**src/rtl/sp_dma.sv**
```systemverilog
// sp_dma: single-channel block-copy DMA engine sharing the SP SRAM port with
// the CTL sequencer. A command (source, destination, word count) is copied one
// 32-bit word at a time: read the source word, capture it, write it to the
// destination. The engine only moves on READ/WRITE cycles in which the arbiter
// grants it the port.
//
// Ports
//   clk        system clock, rising edge
//   reset      asynchronous active-low reset
//   cmd_valid  command strobe (sampled only while idle)
//   cmd_ready  engine idle, command can be accepted
//   cmd_src    source word address
//   cmd_dst    destination word address
//   cmd_len    word count (0 is legal)
//   abort      synchronous cancel back to idle
//   busy       engine not idle
//   remaining  words not yet written
//   done       one-cycle completion pulse
//   mem_req    engine requests the SRAM port
//   mem_gnt    arbiter grant, same cycle as mem_req
//   dma_ADDR   SRAM address (0 when not requesting)
//   dma_DI     SRAM write data (0 when not requesting)
//   dma_WE     SRAM write enable
//   sram_DO    SRAM read data, one cycle after the address
module sp_dma (
  input  logic        clk,
  input  logic        reset,
  input  logic        cmd_valid,
  output logic        cmd_ready,
  input  logic [15:0] cmd_src,
  input  logic [15:0] cmd_dst,
  input  logic [15:0] cmd_len,
  input  logic        abort,
  output logic        busy,
  output logic [15:0] remaining,
  output logic        done,
  output logic        mem_req,
  input  logic        mem_gnt,
  output logic [15:0] dma_ADDR,
  output logic [31:0] dma_DI,
  output logic        dma_WE,
  input  logic [31:0] sram_DO
);

  localparam int ADDR_W = 16;
  localparam int DATA_W = 32;

  typedef enum logic [2:0] {
    S_IDLE   = 3'd0,
    S_READ   = 3'd1,
    S_RDWAIT = 3'd2,
    S_WRITE  = 3'd3,
    S_DONE   = 3'd4
  } state_t;

  state_t              state, state_nxt;
  logic [ADDR_W-1:0]   src_addr, src_addr_nxt;
  logic [ADDR_W-1:0]   dst_addr, dst_addr_nxt;
  logic [ADDR_W-1:0]   remaining_nxt;
  logic [DATA_W-1:0]   data_buf, data_buf_nxt;
  logic                wr_fire;

  // A write only happens when granted and not cancelled in the same cycle.
  assign wr_fire = (state == S_WRITE) && mem_gnt && !abort;

  // State and datapath registers
  always_ff @(posedge clk or negedge reset) begin
    if (!reset) begin
      state     <= S_IDLE;
      src_addr  <= '0;
      dst_addr  <= '0;
      remaining <= '0;
      data_buf  <= '0;
    end else begin
      state     <= state_nxt;
      src_addr  <= src_addr_nxt;
      dst_addr  <= dst_addr_nxt;
      remaining <= remaining_nxt;
      data_buf  <= data_buf_nxt;
    end
  end

  // Next-state and register updates
  always_comb begin
    state_nxt     = state;
    src_addr_nxt  = src_addr;
    dst_addr_nxt  = dst_addr;
    remaining_nxt = remaining;
    data_buf_nxt  = data_buf;
    unique case (state)
      S_IDLE: begin
        if (cmd_valid && !abort) begin
          src_addr_nxt  = cmd_src;
          dst_addr_nxt  = cmd_dst;
          remaining_nxt = cmd_len;
          state_nxt     = (cmd_len == '0) ? S_DONE : S_READ;
        end
      end
      S_READ: begin
        if (abort)        state_nxt = S_IDLE;
        else if (mem_gnt) state_nxt = S_RDWAIT;
      end
      S_RDWAIT: begin
        data_buf_nxt = sram_DO;
        state_nxt    = abort ? S_IDLE : S_WRITE;
      end
      S_WRITE: begin
        if (abort) begin
          state_nxt = S_IDLE;
        end else if (mem_gnt) begin
          // Address increments wrap silently at the top of the 16-bit space.
          src_addr_nxt  = src_addr + 16'd1;
          dst_addr_nxt  = dst_addr + 16'd1;
          remaining_nxt = remaining - 16'd1;
          state_nxt     = (remaining == 16'd1) ? S_DONE : S_READ;
        end
      end
      S_DONE: begin
        state_nxt = S_IDLE;
      end
      default: begin
        state_nxt = S_IDLE;
      end
    endcase
  end

  // SRAM-side outputs are purely combinational; address and data are forced
  // to zero whenever the port is not requested.
  always_comb begin
    cmd_ready = (state == S_IDLE);
    busy      = (state != S_IDLE);
    done      = (state == S_DONE);
    mem_req   = 1'b0;
    dma_ADDR  = '0;
    dma_DI    = '0;
    dma_WE    = 1'b0;
    if (state == S_READ) begin
      mem_req  = 1'b1;
      dma_ADDR = src_addr;
    end else if (state == S_WRITE) begin
      mem_req  = 1'b1;
      dma_ADDR = dst_addr;
      dma_DI   = data_buf;
      dma_WE   = wr_fire;
    end
  end

endmodule

```
**config.mk**
```make
export PLATFORM = sky130hd
export DESIGN_NAME = sp_dma
export DESIGN_NICKNAME = d
export VERILOG_FILES = /design/src/rtl/sp_dma.sv
export SDC_FILE = /design/constraint.sdc
export NUM_CORES = 1
export LEC_CHECK = 0
export ABC_AREA = 1
export BUFFER_PORTS_ARGS = -buffer_cell sky130_fd_sc_hd__buf_2
export CAP_MARGIN = 40
export CORE_MARGIN = 1
export CORE_UTILIZATION = 40
export CTS_CLUSTER_SIZE = 24
export DETAILED_ROUTE_END_ITERATION = 10
export GPL_ROUTABILITY_DRIVEN = 0
export PLACE_DENSITY = 0.71
export SYNTH_ARGS = -nofsm -noshare
export SYNTH_HDL_FRONTEND = slang
export SYNTH_SLANG_ARGS = --single-unit
```
**constraint.sdc**
```tcl
create_clock -name clk -period 3.99 [get_ports clk]
set_clock_uncertainty 0.05 [all_clocks]
set_input_delay 0.1995 -clock clk [delete_from_list [all_inputs] [get_ports clk]]
set_output_delay 0.1995 -clock clk [all_outputs]
set_load 0.03 [all_outputs]
```
**Word level (Yosys, flattened, before mapping)**

Index checks and enable logic that the tools add are counted.
Widths: inputs -> output; s select.

- Bits in registers: 83
- Word-level logic and storage cells: 57
- Bits of input ports: 85

- Reduce and logical (&&, ||, !) cells: 10
- Equality and inequality tests: 10
- $add $sub $neg: 3
- Muxes and demuxes: 29

Operators by type and width:

| cell | count |
|---|---|
| $mux 16 | 11 |
| $pmux 16 s2 | 3 |
| $mux 32 | 2 |
| $add 16x1->16 const B | 2 |
| $mux 3 | 7 |
| $eq 16x1->1 const B | 1 |
| $logic_not 16->1 | 1 |
| $sub 16x1->16 const B | 1 |
| $pmux 3 s4 | 1 |
| $eq 3x2->1 const B | 2 |
| $ne 3x3->1 const B | 2 |
| $mux 1 | 4 |
| $ne 2x2->1 const B | 2 |
| $reduce_and 4->1 | 1 |
| $eq 3x1->1 const B | 1 |
| $eq 3x3->1 const B | 1 |
| $logic_and 1x1->1 | 3 |
| $logic_not 3->1 | 1 |
| $reduce_and 3->1 | 1 |
| $reduce_bool 3->1 | 1 |
| $mux 2 | 1 |
| $ne 2x1->1 const B | 1 |
| $reduce_bool 2->1 | 1 |
| $logic_not 1->1 | 1 |

**Logic depth before layout (Yosys ltp)**

Gate-level depths: netlist of the first run.

- Depth after elaboration: 5
- Gate-level depth with buffers: 10
- Depth with buffers taken out: 10

**Worst setup path before layout of the first run**

No wires, ideal clock.

- Path type: register to output
- From: register state[2]
- To: output port dma_ADDR[11]
- Stages on the path, launching flop included: 6
- Arrival time: 1830 ps
- Buffers on the path: 2
- Path slack: 1911 ps
- Cells stage by stage: dfrtp_1 -> buf_2 -> nor3_1 -> inv_1 -> clkbuf_1 -> o21ai_0

- Longest elaborated chain between the ends: 3
- Elaborated cells on any way between the ends: 4
- Classes of those cells: eq/ne (2); mux (2)

RTL lines:

| element | line | text |
|---|---|---|
| start, declared | 56 | `state_t state, state_nxt;` |
| start signal, assigned | 75 | `state <= state_nxt;` |
| $eq 3x2->1 | 140 | `end else if (state == S_WRITE) begin` |
| $mux 16 | 140 |  |
| $mux 16 (*) | 137 | `if (state == S_READ) begin` |
| end, declared | 39 | `output logic [15:0] dma_ADDR,` |

Every way passes the cells marked *; elsewhere a longest branch is shown, timed or not.

**Worst setup path after layout of the first run**

- From: register state[2]
- To: output port dma_ADDR[0]

Same word-level chain as after synthesis.

==> run metrics, run 1 <==
CTS tree yes; worst slew pin tran 0.677 ns; setup total negative slack 0 ns; Cells after Synth 773; maxcap violations 0; vias in the first global route 4813; crit path time final approximately 2.7 ns; Synth-to-Final Area Change 23.4%; Crit Path Class reg -> out; total grt overflow 0; Die Wd 115 um; antenna violations before repair 0; leading cell type in the layout, fill and taps excluded nand2_1; Rel. slew slack 0.549; setup violators final 0; Die Area between 10000 and 15000 sq um; Slew Viols, Final 0; pin count of the biggest net entering global routing 70; status finished, final reports clean; total CTS buffers 9; max layer used met4; RSZ-0062 raised after global routing no; Worst Setup End Kind output pin; Syn Nets 862; Yosys top cell area share 0.406; Pwr Density 725 nW/um^2; pre-CTS setup slack roughly 1.6 ns; synthesized area 5120 sq um; clk buf depth 2; share of cells above drive strength 1 0.200; DRT Pass-1 Iters 6; Initial Util 0.417; clock transition at the registers of the reported paths 0.06 ns; vias per std cell 4.98; max frequency around 370 MHz; post_cts resized 0; sequential area share after synthesis 0.406; first-pass GRT wire length between 20000 and 25000 um; post-layout util 0.515; met1 WL 6810 um; Avg Synthesized Cell Area around 6.6 sq um; total number of vias 5386; Max IR drop VDD between 0.4 and 0.5 mV; CTS root buffer clkbuf_16; Sinks on Clock Net a little over 80; cell row count 40; Seq cells post-synth 83; largest area contributor in the netlist dfrtp_1; WL final about 14000 um; gr usage total 0.226; final worst path period share 0.670; metal2 WL approximately 6600 um; Synth cell types 33; commonest non-fill, non-tap cells in the layout 203 x nand2_1, 152 x buf_2, 144 x nor2_1, 87 x inv_1, 83 x dfrtp_1; clk_lat worst skew 0.34 ns; startpoint types flop; reg2reg setup slack between 1.5 and 2 ns; Hold Crit Class in -> reg; worst-path maximum fanout 14; PortBufs ~150; HPWL after detailed placement 10500 um; Leak 3.21 nW; num ports 154; remaining antenna violation count after routing 0; CP Data Arrival Time about 2.4 ns; DRT iter0 DRCs slightly above 400; WP data required 3.74 ns; # H-tree levels 3; final hold vios 0; Wirelength per Cell about 13 um; Final nets 998; die height 115 um; ranking of synthesized cells by area dfrtp_1 41%, nand2_1 15%, nor2_1 11%, o21ai_0 7.5%, inv_1 6.4%; Ant. Diodes 0; Core Region about 12000 sq um; number of remaining DRC errors 0; fillers 1263; metal3 WL 823 um; synth warn 0; worst setup margin 1.32 ns
## metrics by stage
stage | cell area, sq um | hold slack [ns] | instances | total power [W]
CTS | 6320 | 0.00721 | 1082 | 0.00460
finish | 6320 | 0.0150 | 1082 | 0.00458
detailed placement | 6000 | 0.226 | 1065 | 0.00372
floorplan | 5120 | -0.146 | 773 | 0.00308
global placement | 5950 | 0.224 | 1063 | 0.00367
global route | 6320 | 0.0129 | 1082 | 0.00495
## registers in the layout, indices dropped and copies added (netlist names)
register	flops
data_buf	32
dst_addr	16
remaining	16
src_addr	16
state	3
## cell usage after synthesis (all sizes together)
master   instances
dfrtp           83
ha               4
nor3            11
o2bb2ai          1
a21boi           1
a21oi           20
clkbuf           6
inv             89
or2              3
nand4           13
o21ai           85
a31oi            3
xor2             2
o22ai           10
buf             29
nand3b           1
mux2i            1
o211ai           5
nand3           50
nand2          206
a22oi            3
nor2           145
a22o             2
## logic make-up after synthesis
logic type | Yosys count | share of synthesized area
AOI/OAI and AO/OA | 130 | 0.137
xor gates and xnor gates | 2 | 0.00342
muxes | 1 | 0.00196
DFF | 83 | 0.406
and+or+nand+nor | 429 | 0.343
adders and majority gates | 4 | 0.00978
buffers and inverters | 124 | 0.0992
## per-layer routing
layer,up-vias,global-route usage
met4,0,0.0684
met5,-,0
met1,2441,0.321
met2,188,0.360
li1,2738,-
met3,19,0.0274
## critical path, cell delays in order (launching register included)
cell and delay [ns]:
dfrtp_1 0.49, nor3_1 0.58, inv_1 0.41, o21ai_0 0.35
buf_2 0.26
## path summary, 6_finish.rpt
path	startpoint	to	depth (start not counted)
max	state[2]	dma_ADDR[0]	4
min	sram_DO[29]	data_buf[29]	3
max reg2reg	state[2]	dst_addr[12]	8
min reg2reg	src_addr[15]	src_addr[15]	2
max in group asynchronous	reset	dst_addr[13]	3
min in group asynchronous	reset	data_buf[29]	2
## report_power, final
part           switching (W)  internal (W)  total [W]  leakage [nW]
Combinational        0.00151      0.000634    0.00215          2.08
Sequential          0.000329       0.00124    0.00157         0.995
Clock               0.000351      0.000505   0.000856         0.142
Total                0.00219       0.00238    0.00458          3.21
## cell type report
type / instances / area (sq um) / area share
Multi-Input combinational cell: 566 / 2530 / 0.401
Timing Repair Buffer: 160 / 856 / 0.135
Tap cell: 168 / 210 / 0.0333
Inverter: 89 / 334 / 0.0529
Clock buffer: 11 / 243 / 0.0384
Sequential cell: 83 / 2080 / 0.329
Clock inverter: 5 / 62.6 / 0.00990
## timing repair
item,4_1_cts,5_1_grt
setup buffers,0,0
endpoints found under the hold margin,49,0
endpoints found under the setup margin,0,0
hold buffers,1,0
(Power assumes the default switching activity.)
==> run 2: changes to the inputs <==
- PLACE_DENSITY: 0.71 -> 0.73
- clock period: 3.99 -> 2.45 ns (I/O delays scaled with it)
==> run 2 against run 1 <==
- register-to-register slack lost 1.2 ns
- sequential share of layout area shrank 1.8 points
- die area is the same
- largest cell class unchanged
- largest power group unchanged
==> run metrics, run 2 (same netlist as run 1, synthesis figures left out) <==
final worst path period share 0.952; DRT iter0 DRCs 343; total CTS buffers 9; hold_ws 0.0182 ns; Hold Crit Class in -> reg; Core Region 12300 sq um; post-layout util 0.546; # H-tree levels 3; max frequency 429 MHz; Final nets 1035; Synth-to-Final Area Change 30.7%; CP Data Arrival Time between 2 and 2.5 ns; status finished, final reports clean; Worst Setup End Kind output pin; vias in the first global route 5309; DRT Pass-1 Iters 5; clock transition at the registers of the reported paths 0.06 ns; post-CTS setup buffers 0; share of cells above drive strength 1 0.197; HPWL after detailed placement 10700 um; worst-path maximum fanout 28; switching share of total power 0.473; metal2 WL about 7200 um; Leak 3.38 nW; clk_lat worst skew 0.34 ns; worst slew pin tran ~0.6 ns; vias per std cell 4.98; combinational power share 0.470; register with the most flip-flops data_buf; cell row count 40; Largest register FFs 32; num ports 154; net switching power approximately 0.0036 W; crit path time final 2.33 ns; commonest non-fill, non-tap cells in the layout 203 x nand2_1, 152 x buf_2, 144 x nor2_1, 87 x inv_1, 83 x dfrtp_1; Power Total between 0.007 and 0.008 W; Initial Util 0.417; die height 115 um; Ant. Diodes 0; Crit Path Class reg -> out; setup total negative slack 0 ns; pin count of the biggest net entering global routing 67; RSZ-0062 raised after global routing no; Max IR drop VDD 0.683 mV; leading cell type in the layout, fill and taps excluded nand2_1; setup violators final 0; final hold vios 0; Die Wd about 120 um; gr usage total 0.239; sequential power share 0.335; met1 WL between 6000 and 7000 um; remaining antenna violation count after routing 0; CTS root buffer clkbuf_16; Die Area 13300 sq um; number of remaining DRC errors 0; WP data required around 2.3 ns; Sinks on Clock Net 83; total grt overflow 0; startpoint types flop; maxcap violations 0; Rel. slew slack 0.600; CTS tree yes; PortBufs 153; Pwr Density 1140 nW/um^2; antenna violations before repair 0; first-pass GRT wire length 24800 um; Non-Filler Instances 1119; Wirelength per Cell ~14 um; internal power between 0.004 and 0.005 W; Placed Cells 1069; total number of vias between 5000 and 6000; clk buf depth 2; WL final 15400 um; metal3 WL between 800 and 900 um; Slew Viols, Final 0; clock share of power 0.195; max layer used met4
-- run 2: path summary, 6_finish.rpt --
path	from	endpoint	slack [ns]	cells past startpoint
setup / recovery	state[1]	dma_ADDR[10]	0.12	6
hold / removal	cmd_src[4]	src_addr[4]	0.02	3
max in group asynchronous	reset	dst_addr[12]	1.43	3
setup reg to reg	state[1]	dst_addr[12]	0.41	9
min in group asynchronous	reset	data_buf[28]	0.28	2
hold reg to reg	src_addr[15]	src_addr[15]	0.46	2
-- run 2: layout make-up --
type                            instances  area (sq um)
Fill cell                            1224          5570
Multi-Input combinational cell        566          2530
Sequential cell                        83          2080
Timing Repair Buffer                  197          1210
Inverter                               89           334
Clock buffer                           11           243
Tap cell                              168           210
Clock inverter                          5          85.1
-- run 2: per-stage QoR --
step / worst slack (ns) / instance area [sq um]
detailed placement: 0.423 / 6020
global placement: 0.506 / 6020
floorplan: 0.448 / 5120
CTS: 0.142 / 6690
finish: 0.119 / 6690
global route: 0.0121 / 6690
-- run 2: power by group through the flow --
stage / registers, W / logic, W / clock network, W
3_3_place_gp: 0.00256 / 0.00346 / 0
4_1_cts: 0.00255 / 0.00358 / 0.00151
3_5_place_dp: 0.00257 / 0.00352 / 0
6_report: 0.00256 / 0.00359 / 0.00149
5_1_grt: 0.00265 / 0.00402 / 0.00157
2_1_floorplan: 0.00268 / 0.00234 / 0
-- run 2: timing repair --
action	CTS	global route
endpoints found under the hold margin	76	0
endpoints found under the setup margin	0	0
resized for setup	0	0
hold buffers	34	0
-- run 2: layer usage --
metal	vias up	track usage
li1	2817	-
met1	2502	0.312
met2	214	0.397
met3	39	0.0337
met4	0	0.102
met5	-	0
-- run 2: critical path, stage by stage, from the launching register on --
cell	delay [ns]
dfrtp_1	0.43
nand2_2	0.11
nor2_4	0.32
buf_4	0.38
nand2_1	0.17
o21ai_0	0.14
buf_2	0.24
==> run 3: changes to the inputs <==
- CORE_MARGIN: 1 -> 3
==> run 3 against run 2 <==
- hold slack worse by 0.0054 ns
- largest cell class unchanged
- sequential share of layout area is 0.11 points higher
- final area down 0.36%
- total power decreased by 1.5%
- critical endpoint is now dma_ADDR[0]
- combinational power barely moved
- cell count barely moved
- critical path type unchanged
==> run metrics, run 3 (same netlist as run 1, synthesis figures left out) <==
Pwr Density 1130 nW/um^2; worst-path maximum fanout 14; crit path time final 2.16 ns; die height approximately 120 um; num ports 154; gr usage total 0.216; CTS root buffer clkbuf_16; Hold Crit Class in -> reg; total grt overflow 0; fillers roughly 1200; # H-tree levels 3; Die Area 14200 sq um; Die Wd between 100 and 150 um; setup total negative slack 0 ns; maxcap violations 0; clk buf depth 2; clock transition at the registers of the reported paths ~0.07 ns; post-CTS setup buffers 0; reg2reg end dst_addr[11]; hold_ws 0.0129 ns; Worst Setup EP dma_ADDR[0]; Final nets 1034; share of cells above drive strength 1 0.197; antenna violations before repair 0; Placed Cells roughly 1100; Largest register FFs 32; # hold bufs at CTS 34; pin count of the biggest net entering global routing between 80 and 90; crit path from state[2]; Non-Filler Instances roughly 1100; clk_lat worst skew approximately 0.34 ns; status finished, final reports clean; Worst Setup End Kind output pin; remaining antenna violation count after routing 0; hold depth 3; vias in the first global route 5214; leading cell type in the layout, fill and taps excluded nand2_1; worst slew pin tran 0.618 ns; final worst path period share 0.880; Ant. Diodes 0; max frequency 464 MHz; Slew Viols, Final 0; Core Region 12300 sq um; Sinks on Clock Net 83; reg2reg setup slack roughly 0.55 ns; Wirelength per Cell 13.7 um; total number of vias 5507; DRT iter0 DRCs roughly 360; Max IR drop VDD between 0.7 and 0.8 mV; PortBufs roughly 150; setup violators final 0; WL final 15300 um; total CTS buffers 9; R2R Path Start state[2]; first-pass GRT wire length 25200 um; register area 2080 sq um; Rel. slew slack 0.588; multi-input logic area 2530 sq um; register with the most flip-flops data_buf; DRT Pass-1 Iters 5; Crit Path Class reg -> out; final hold vios 0; post_cts resized 0; Leak 3.37 nW; Initial Util 0.417; startpoint types flop; cell row count 40; CP Data Arrival Time 1.98 ns; RSZ-0062 raised after global routing no; Synth-to-Final Area Change 30.3%; number of remaining DRC errors 0; CTS tree yes; WP data required 2.28 ns; commonest non-fill, non-tap cells in the layout 203 x nand2_1, 152 x buf_2, 144 x nor2_1, 87 x inv_1, 83 x dfrtp_1; worst-case reg-to-reg path depth 7; HPWL after detailed placement 10700 um; vias per std cell 4.93
-- run 3: cell count changes in the layout (fill, tap and decap cells not counted) --
cell       delta
clkbuf_1      -1
buf_4         -1
bufinv_16     -1
clkinv_4      +2
-- run 3: final cells by class --
type	count	share of cell area
multi-input cells	566	0.380
flip-flops and latches	83	0.312
repair buffers	196	0.180
inverters	89	0.0501
clock buffers	10	0.0358
well taps	168	0.0315
clock inverters	6	0.0109
-- run 3: worst min path at each step --
stage / from / slack, ns / to
after detailed placement: reset / 0.13 / data_buf[27]
after floorplan: reset / -0.22 / data_buf[0]
final: cmd_dst[1] / 0.01 / dst_addr[1]
after global routing: cmd_src[8] / 0.03 / src_addr[8]
after CTS: cmd_dst[1] / 0.004 / dst_addr[1]
after global placement: reset / 0.13 / data_buf[27]
-- run 3: power breakdown --
| group | internal, W | switching [W] | leakage (nW) |
|---|---|---|---|
| clock | 0.000827 | 0.000590 | 0.149 |
| sequential | 0.00202 | 0.000532 | 0.995 |
| combinational | 0.00107 | 0.00249 | 2.23 |
| total | 0.00392 | 0.00361 | 3.37 |
-- run 3: layer usage --
metal,part of all wire,vias up,global-route usage
met5,0,-,0
met4,0.024,0,0.0695
met3,0.056,26,0.0399
met2,0.47,183,0.350
met1,0.45,2488,0.292
li1,-,2810,-
-- run 3: through the flow --
stage               cell area (sq um)  setup WS (ns)  total power [W]   util
finish                           6670          0.294          0.00753  0.544
global route                     6670         0.0789          0.00815  0.544
CTS                              6670          0.277          0.00756  0.544
detailed placement               6020          0.557          0.00607  0.491
global placement                 6020          0.619          0.00601  0.491
floorplan                        5120          0.448          0.00502      -
-- run 3: worst max-delay path: stages, from the launching register on --
cell and delay (ns):
dfrtp_1 0.49, nor3_1 0.24, buf_4 0.17, inv_1 0.21
o21ai_0 0.29, buf_2 0.25
